<file path="src/rtl/dmux_8_way_16_buf.sv">
`default_nettype none
// ============================================================================
// Module   : dmux_8_way_16_buf
// Purpose  : 1-to-8 demultiplexer with a one-word buffer per channel.
//            A 16-bit word offered with a 3-bit select is steered into that
//            channel's holding register. The channel then flags it valid
//            until its reader takes it with a valid/ready handshake.
// Revision : 1.0 - initial release
// ============================================================================
module dmux_8_way_16_buf (
  input  logic        clk,
  input  logic        rst_n,
  input  logic [15:0] in,
  input  logic [2:0]  select,
  input  logic        in_valid,
  output logic        in_ready,
  output logic [15:0] a,
  output logic [15:0] b,
  output logic [15:0] c,
  output logic [15:0] d,
  output logic [15:0] e,
  output logic [15:0] f,
  output logic [15:0] g,
  output logic [15:0] h,
  output logic [7:0]  out_valid,
  input  logic [7:0]  out_ready,
  output logic [15:0] xfer_count
);

  localparam int unsigned NUM_CH = 8;
  localparam int unsigned DATA_W = 16;

  logic [DATA_W-1:0] data_q [NUM_CH];
  logic [DATA_W-1:0] data_d [NUM_CH];
  logic [NUM_CH-1:0] valid_q;
  logic [NUM_CH-1:0] valid_d;
  logic [15:0]       count_q;
  logic [15:0]       count_d;
  logic              accept;

  // The selected slot can take a word when it is empty or is being drained
  // this cycle. Gating with rst_n keeps in_ready low for the whole reset.
  assign in_ready = rst_n & (~valid_q[select] | out_ready[select]);
  assign accept   = in_valid & in_ready;

  // Next state: drains clear valid flags, then an accept sets its flag
  // again. A same-cycle drain and accept on one slot therefore keeps it full.
  always_comb begin
    data_d  = data_q;
    valid_d = valid_q & ~out_ready;
    count_d = count_q;
    if (accept) begin
      data_d[select]  = in;
      valid_d[select] = 1'b1;
      count_d         = count_q + 16'd1;
    end
  end

  // State registers. Reset clears all held words at once.
  always_ff @(posedge clk or negedge rst_n) begin
    if (!rst_n) begin
      for (int i = 0; i < NUM_CH; i++) begin
        data_q[i] <= '0;
      end
      valid_q <= '0;
      count_q <= '0;
    end else begin
      for (int i = 0; i < NUM_CH; i++) begin
        data_q[i] <= data_d[i];
      end
      valid_q <= valid_d;
      count_q <= count_d;
    end
  end

  assign a          = data_q[0];
  assign b          = data_q[1];
  assign c          = data_q[2];
  assign d          = data_q[3];
  assign e          = data_q[4];
  assign f          = data_q[5];
  assign g          = data_q[6];
  assign h          = data_q[7];
  assign out_valid  = valid_q;
  assign xfer_count = count_q;

endmodule
`default_nettype wire

</file>
<file path="config.mk">
export PLATFORM = sky130hd
export DESIGN_NAME = dmux_8_way_16_buf
export DESIGN_NICKNAME = d
export VERILOG_FILES = /design/src/rtl/dmux_8_way_16_buf.sv
export SDC_FILE = /design/constraint.sdc
export NUM_CORES = 1
export LEC_CHECK = 0
export ABC_AREA = 1
export BUFFER_PORTS_ARGS = -buffer_cell sky130_fd_sc_hd__buf_2
export CAP_MARGIN = 10
export CORE_MARGIN = 8
export CORE_UTILIZATION = 30
export CTS_CLUSTER_DIAMETER = 50
export DETAILED_ROUTE_END_ITERATION = 12
export MAX_ROUTING_LAYER = met4
export PLACE_DENSITY = 0.56
export SYNTH_ARGS = -nofsm -noshare
export SYNTH_HDL_FRONTEND = slang
export SYNTH_SLANG_ARGS = --single-unit
</file>
<file path="constraint.sdc">
create_clock -name clk -period 1.6 [get_ports clk]
set_input_delay 0.16 -clock clk [delete_from_list [all_inputs] [get_ports clk]]
set_output_delay 0.16 -clock clk [all_outputs]
set_load 0.02 [all_outputs]
</file>
==> results of run 1 <==
[cells in the final DEF (no fill, tap or decap), types with 8 or more instances in the layout]
cell	instances
buf_12	14
buf_2	179
buf_4	37
buf_6	17
clkbuf_16	21
dfrtp_1	152
dlygate4sd3_1	9
inv_1	16
nand2_1	252
nand2_2	57
nand2_4	17
nand3_1	25
nand4_1	132
nand4_4	8
nor2_1	11
xnor2_1	8
[kinds of logic (layout without fill, tap and decap cells)]
group	after synthesis	after routing
flip-flops	152	152
AND/OR/NAND/NOR	525	525
AO/OA/AOI/OAI	8	8
buffers and inverters	95	321
adder cells (fa/ha/maj)	1	1
XOR/XNOR	14	14
[power breakdown]
| part | internal (mW) | switching (mW) | leakage, nW | total (mW) |
|---|---|---|---|---|
| Sequential | 4.66 | 0.670 | 1.96 | 5.33 |
| Clock | 2.60 | 1.66 | 0.285 | 4.26 |
| Combinational | 1.34 | 2.44 | 2.99 | 3.78 |
| Total | 8.60 | 4.76 | 5.23 | 13.4 |
[layer usage]
metal	vias up	routed length, um	GRT usage
met2	217	13000	0.291
met3	22	1390	0.0330
met5	-	0	-
met1	3376	12700	0.261
li1	3100	-	-
met4	0	376	0.0484
[cells in the mapped netlist]
cell	number
and2_1	1
buf_4	8
nand3_2	3
o21ai_2	1
nor2_4	1
inv_1	18
buf_6	20
nor2_2	4
o21ai_0	7
nand2_1	306
nor2_1	12
nand2_8	2
inv_2	4
clkbuf_2	6
nand3b_1	1
nand4_2	1
nand4_4	8
nor3b_1	1
dfrtp_1	152
buf_8	2
ha_1	1
clkinv_1	2
xor2_1	6
nand3_1	27
buf_2	3
nor3_1	2
xnor2_1	8
nor3_2	4
clkbuf_1	20
nand2_2	20
buf_1	12
nand4_1	132
[state kept, by name, indices dropped and copies added (netlist names)]
register / cells
c: 16
d: 16
e: 16
a: 16
f: 16
out_valid: 8
b: 16
xfer_count: 16
h: 16
g: 16
[metrics by stage]
stage	TNS [ns]	setup slack (ns)	cell area, um^2	util
finish	-14.27	-0.194	9990	0.424
global route	-27.06	-0.282	9990	0.424
CTS	-18.29	-0.209	9680	0.411
detailed placement	-21.45	-0.236	8560	0.364
global placement	-14.32	-0.159	8560	0.364
floorplan	0	0.0459	7190	-
[worst min-delay path, stage by stage]
cell	delay, ns
buf_6	0.17
nand4_1	0.12
nand2_1	0.05
[repair_timing]
item,CTS,global route
hold buffers,9,0
gates cloned,7,2
buffers inserted,16,2
pin swaps,13,25
gates resized for setup,29,87
setup endpoints to repair,133,218
hold endpoints to repair,32,0
[worst max-delay path by stage]
stage,startpoint,end,slack (ns),cells after the start
finish,out_valid[4],in_ready,-0.19,9
CTS,out_valid[1],in_ready,-0.21,9
detailed placement,select[0],b[9],-0.24,11
global placement,select[0],xfer_count[13],-0.16,14
floorplan,out_valid[5],xfer_count[11],0.05,12
global route,out_valid[4],in_ready,-0.28,9
[layout make-up]
cell class	count	area, um^2
Fill cell	2354	13600
Sequential cell	152	3800
Multi-Input combinational cell	548	3080
Timing Repair Buffer	266	2000
Clock buffer	19	433
Tap cell	319	399
Clock inverter	12	178
Inverter	24	90.1
==> impl_metrics.env, run 1 <==
export IMPL_leakagePower_nw=5.23
export IMPL_die_height_um=171
export IMPL_critPathLaunchType="flip-flop"
export IMPL_rows=56
export IMPL_placedCellCount=1273
export IMPL_cp_arrival_ns=1.63
export IMPL_critPathSlowestCell="dfrtp_1"
export IMPL_violations="setup timing"
export IMPL_hold_ws_ns=0.128
export IMPL_hold_violations=0
export IMPL_worstMarginPinSlew_ns=0.758
export IMPL_synth_compound_area_frac=0.00609
export IMPL_area_growth_pct=38.8
export IMPL_crit_family="simple AND/OR/NAND/NOR gates"
export IMPL_grt_first_pass_wirelength_um=41100
export IMPL_portBuffers=182
export IMPL_ios=183
export IMPL_routed_wl_um=27400
export IMPL_cts_buffers_inserted=17
export IMPL_cts_max_path_buffers=2
export IMPL_routed_via_density=5.01
export IMPL_layout_drive_gt1_share=0.389
export IMPL_critical_path_class="flip-flop to output pin"
export IMPL_cts_htree_levels=4
export IMPL_ys_types=32
export IMPL_synth_area_mux_share=0
export IMPL_path_max_fanout=3
export IMPL_finalWeightedCongestion=0.846
export IMPL_grt_max_degree=82
export IMPL_clock_root_buffer="clkbuf_16"
export IMPL_synth_xor_area_frac=0.0170
export IMPL_report_final_setup_viol=148
export IMPL_hold_class="input pin to flip-flop"
export IMPL_synth_warning_count=0
export IMPL_slew_headroom=0.494
export IMPL_path_cells="inv_2 -> nand2_2 -> nand3_2 -> nand3_2 -> nor2_2 -> nor2_2 -> nor2_4 -> buf_12 -> buf_8"
export IMPL_clock_fmax_ghz=0.557
export IMPL_initial_utilization=0.306
export IMPL_max_stage_delay_ns=0.39
export IMPL_rsz0062_at_grt="true"
export IMPL_timing_rr_end="e[0]"
export IMPL_num_antenna_cells=0
export IMPL_yosysTopAreaCell="dfrtp_1"
export IMPL_die_width_um=171
export IMPL_antenna_found_initial=0
export IMPL_first_global_vias=6514
export IMPL_dp_hpwl_um=17100
export IMPL_r2r_start="out_valid[6]"
export IMPL_hold_depth=3
export IMPL_drt_initial_drc_count=595
export IMPL_period_share=1.12
export IMPL_avgSynthCellArea_um2=9.05
export IMPL_core_region_area_mm2=0.0235
export IMPL_clock_latency_ns=0.42
export IMPL_critical_path_required_ns=1.44
export IMPL_max_cap_violations=0
export IMPL_vias=6715
export IMPL_die_area_mm2=0.0292
export IMPL_synthAdderAreaFrac=0.00174
export IMPL_syn_nets=826
export IMPL_synth_cell_area_mm2=0.00719
export IMPL_rrSetupSlack_ns=-0.19
export IMPL_status="finished with violations"
export IMPL_hp_start="in_valid"
export IMPL_clock_sinks=152
export IMPL_stdcell_count=1340
export IMPL_maxSlewViolCount=0
export IMPL_clk_pin_slew_ns=0.06
export IMPL_route_detailed_drc=0
export IMPL_power_mw=13.4
export IMPL_worst_slack_ns=-0.194
export IMPL_cts_tree="yes"
export IMPL_fin_nets=1040
export IMPL_synth_cells=795
export IMPL_critPathBufInv=3
export IMPL_antenna_left=0
export IMPL_r2r_cells=12
export IMPL_finClkSkew_ns=0.0112
export IMPL_netlist_top_cells_area="dfrtp_1, nand2_1, nand4_1, buf_6, nand4_4"
export IMPL_ys_seq_area_frac=0.529
export IMPL_wl_per_cell_um=20.5
export IMPL_first_pass_iters=5
export IMPL_synth_top_cell_area_share=0.529
export IMPL_overflow=0
export IMPL_critPathCaptureType="output pin"
export IMPL_synthSimpleGateAreaFrac=0.367
export IMPL_p_per_area_mw_per_mm2=1340
export IMPL_globalRouteTotalUtil=0.191
export IMPL_ir_drop_v=0.000630
export IMPL_hold_end="e[0]"
export IMPL_period_needed_ns=1.79
export IMPL_ys_seq_elements=152
export IMPL_synth_top_family_by_area="simple AND/OR/NAND/NOR gates"
(Power assumes the default switching activity.)
==> inputs of run 2 (changes only) <==
==> constraint.sdc (replaced) <==
create_clock -name clk -period 2.05 [get_ports clk]
set_input_delay 0.205 -clock clk [delete_from_list [all_inputs] [get_ports clk]]
set_output_delay 0.205 -clock clk [all_outputs]
set_load 0.02 [all_outputs]
==> impl_metrics.env, run 2 (synthesized netlist as in run 1, its figures left out) <==
export IMPL_first_pass_iters=7
export IMPL_maxSlewViolCount=0
export IMPL_finClkSkew_ns=0.0116
export IMPL_leakagePower_nw=4.83
export IMPL_max_stage_delay_ns=0.38
export IMPL_overflow=0
export IMPL_globalRouteTotalUtil=0.181
export IMPL_die_height_um=171
export IMPL_route_detailed_drc=0
export IMPL_final_cell_mix="nand2_1, buf_2, dfrtp_1"
export IMPL_fin_setup_tns_ns=0
export IMPL_vias=6367
export IMPL_status="completed"
export IMPL_fin_nets=992
export IMPL_antenna_found_initial=0
export IMPL_critical_path_class="flip-flop to output pin"
export IMPL_first_global_vias=6328
export IMPL_cts_htree_levels=4
export IMPL_cp_common_cell="nor2_4"
export IMPL_initial_utilization=0.306
export IMPL_cts_tree="yes"
export IMPL_grt_max_degree=129
export IMPL_critical_path_required_ns=1.85
export IMPL_drt_initial_drc_count=729
export IMPL_grt_first_pass_wirelength_um=39100
export IMPL_clock_sinks=152
export IMPL_dp_hpwl_um=16600
export IMPL_cts_max_path_buffers=2
export IMPL_stdcell_count=1293
export IMPL_die_width_um=171
export IMPL_crit_family="simple AND/OR/NAND/NOR gates"
export IMPL_hold_violations=0
export IMPL_critPathCaptureType="output pin"
export IMPL_clk_pin_slew_ns=0.07
export IMPL_period_share=0.954
export IMPL_wl_per_cell_um=19.7
export IMPL_routed_wl_um=25500
export IMPL_ir_drop_v=0.000387
export IMPL_power_mw=10.2
export IMPL_area_growth_pct=26.0
export IMPL_clock_root_buffer="clkbuf_16"
export IMPL_clock_fmax_ghz=0.511
export IMPL_finalWeightedCongestion=0.844
export IMPL_worst_slack_ns=0.0946
export IMPL_antenna_left=0
export IMPL_place_ws_ns=0.129
export IMPL_core_region_area_mm2=0.0235
export IMPL_slew_headroom=0.494
export IMPL_placedCellCount=1244
export IMPL_rows=56
export IMPL_p_per_area_mw_per_mm2=1120
export IMPL_clock_latency_ns=0.43
export IMPL_worstMarginPinSlew_ns=0.758
export IMPL_die_area_mm2=0.0292
export IMPL_fin_util=0.385
export IMPL_layout_drive_gt1_share=0.299
export IMPL_critPathBufInv=3
export IMPL_path_max_fanout=12
export IMPL_path_cells="inv_1 -> nand2_1 -> nand3_2 -> nand3_1 -> nor2_2 -> nor2_4 -> nor2_4 -> buf_12 -> buf_4"
export IMPL_period_needed_ns=1.96
export IMPL_cts_buffers_inserted=17
export IMPL_num_antenna_cells=0
export IMPL_report_final_setup_viol=0
export IMPL_cp_arrival_ns=1.75
export IMPL_max_cap_violations=0
export IMPL_critPathLaunchType="flip-flop"
export IMPL_portBuffers=182
export IMPL_routed_via_density=4.92
export IMPL_layout_commonest_cell="nand2_1"
export IMPL_nFillCells=2470
export IMPL_hold_class="input pin to flip-flop"
export IMPL_critPathSlowestCell="dfrtp_1"
export IMPL_ios=183
run 2: worst paths after layout:
kind | startpoint | to | slack, ns | cells after the start
max in group asynchronous | rst_n | a[9] | 0.74 | 3
min in group asynchronous | rst_n | d[15] | 0.29 | 2
worst min register to register | h[5] | h[5] | 0.47 | 2
worst max register to register | out_valid[4] | d[14] | 0.29 | 11
worst max-delay path | out_valid[4] | in_ready | 0.09 | 9
worst min-delay path | out_ready[1] | out_valid[1] | 0.08 | 2
run 2: power breakdown:
| group | internal (mW) | total (mW) | switching, mW |
|---|---|---|---|
| Clock | 1.97 | 3.34 | 1.37 |
| Combinational | 0.885 | 2.72 | 1.84 |
| Sequential | 3.63 | 4.09 | 0.459 |
| Total | 6.48 | 10.2 | 3.67 |
run 2: area by class of cell:
type	instances	area (um^2)	area share
repair buffers	218	1330	0.147
clock inverters	13	169	0.0186
flip-flops and latches	152	3800	0.420
inverters	24	90.1	0.00994
well taps	319	399	0.0440
clock buffers	19	443	0.0489
multi-input cells	548	2830	0.312
run 2: routing by layer:
layer	part of all wire	up-vias	wire, um	global-route usage
met5	0	-	0	-
met4	0.014	0	350	0.0446
met3	0.058	23	1490	0.0376
met2	0.47	211	12000	0.274
met1	0.46	3141	11700	0.246
li1	-	2992	-	-
run 2: what timing repair did:
action / in CTS / in global routing
gates resized for setup: 1 / 3
hold buffers: 8 / 0
gates cloned: 1 / 0
pin swaps: 1 / 1
endpoints found under the setup margin: 1 / 1
setup buffers: 1 / 7
hold endpoints to repair: 31 / 0
run 2: stage by stage:
step,hold WS (ns),area (um^2)
global placement,0.0800,8270
finish,0.0756,9060
detailed placement,0.0824,8270
global route,0.0333,9060
CTS,0.0336,9000
floorplan,-0.0906,7190
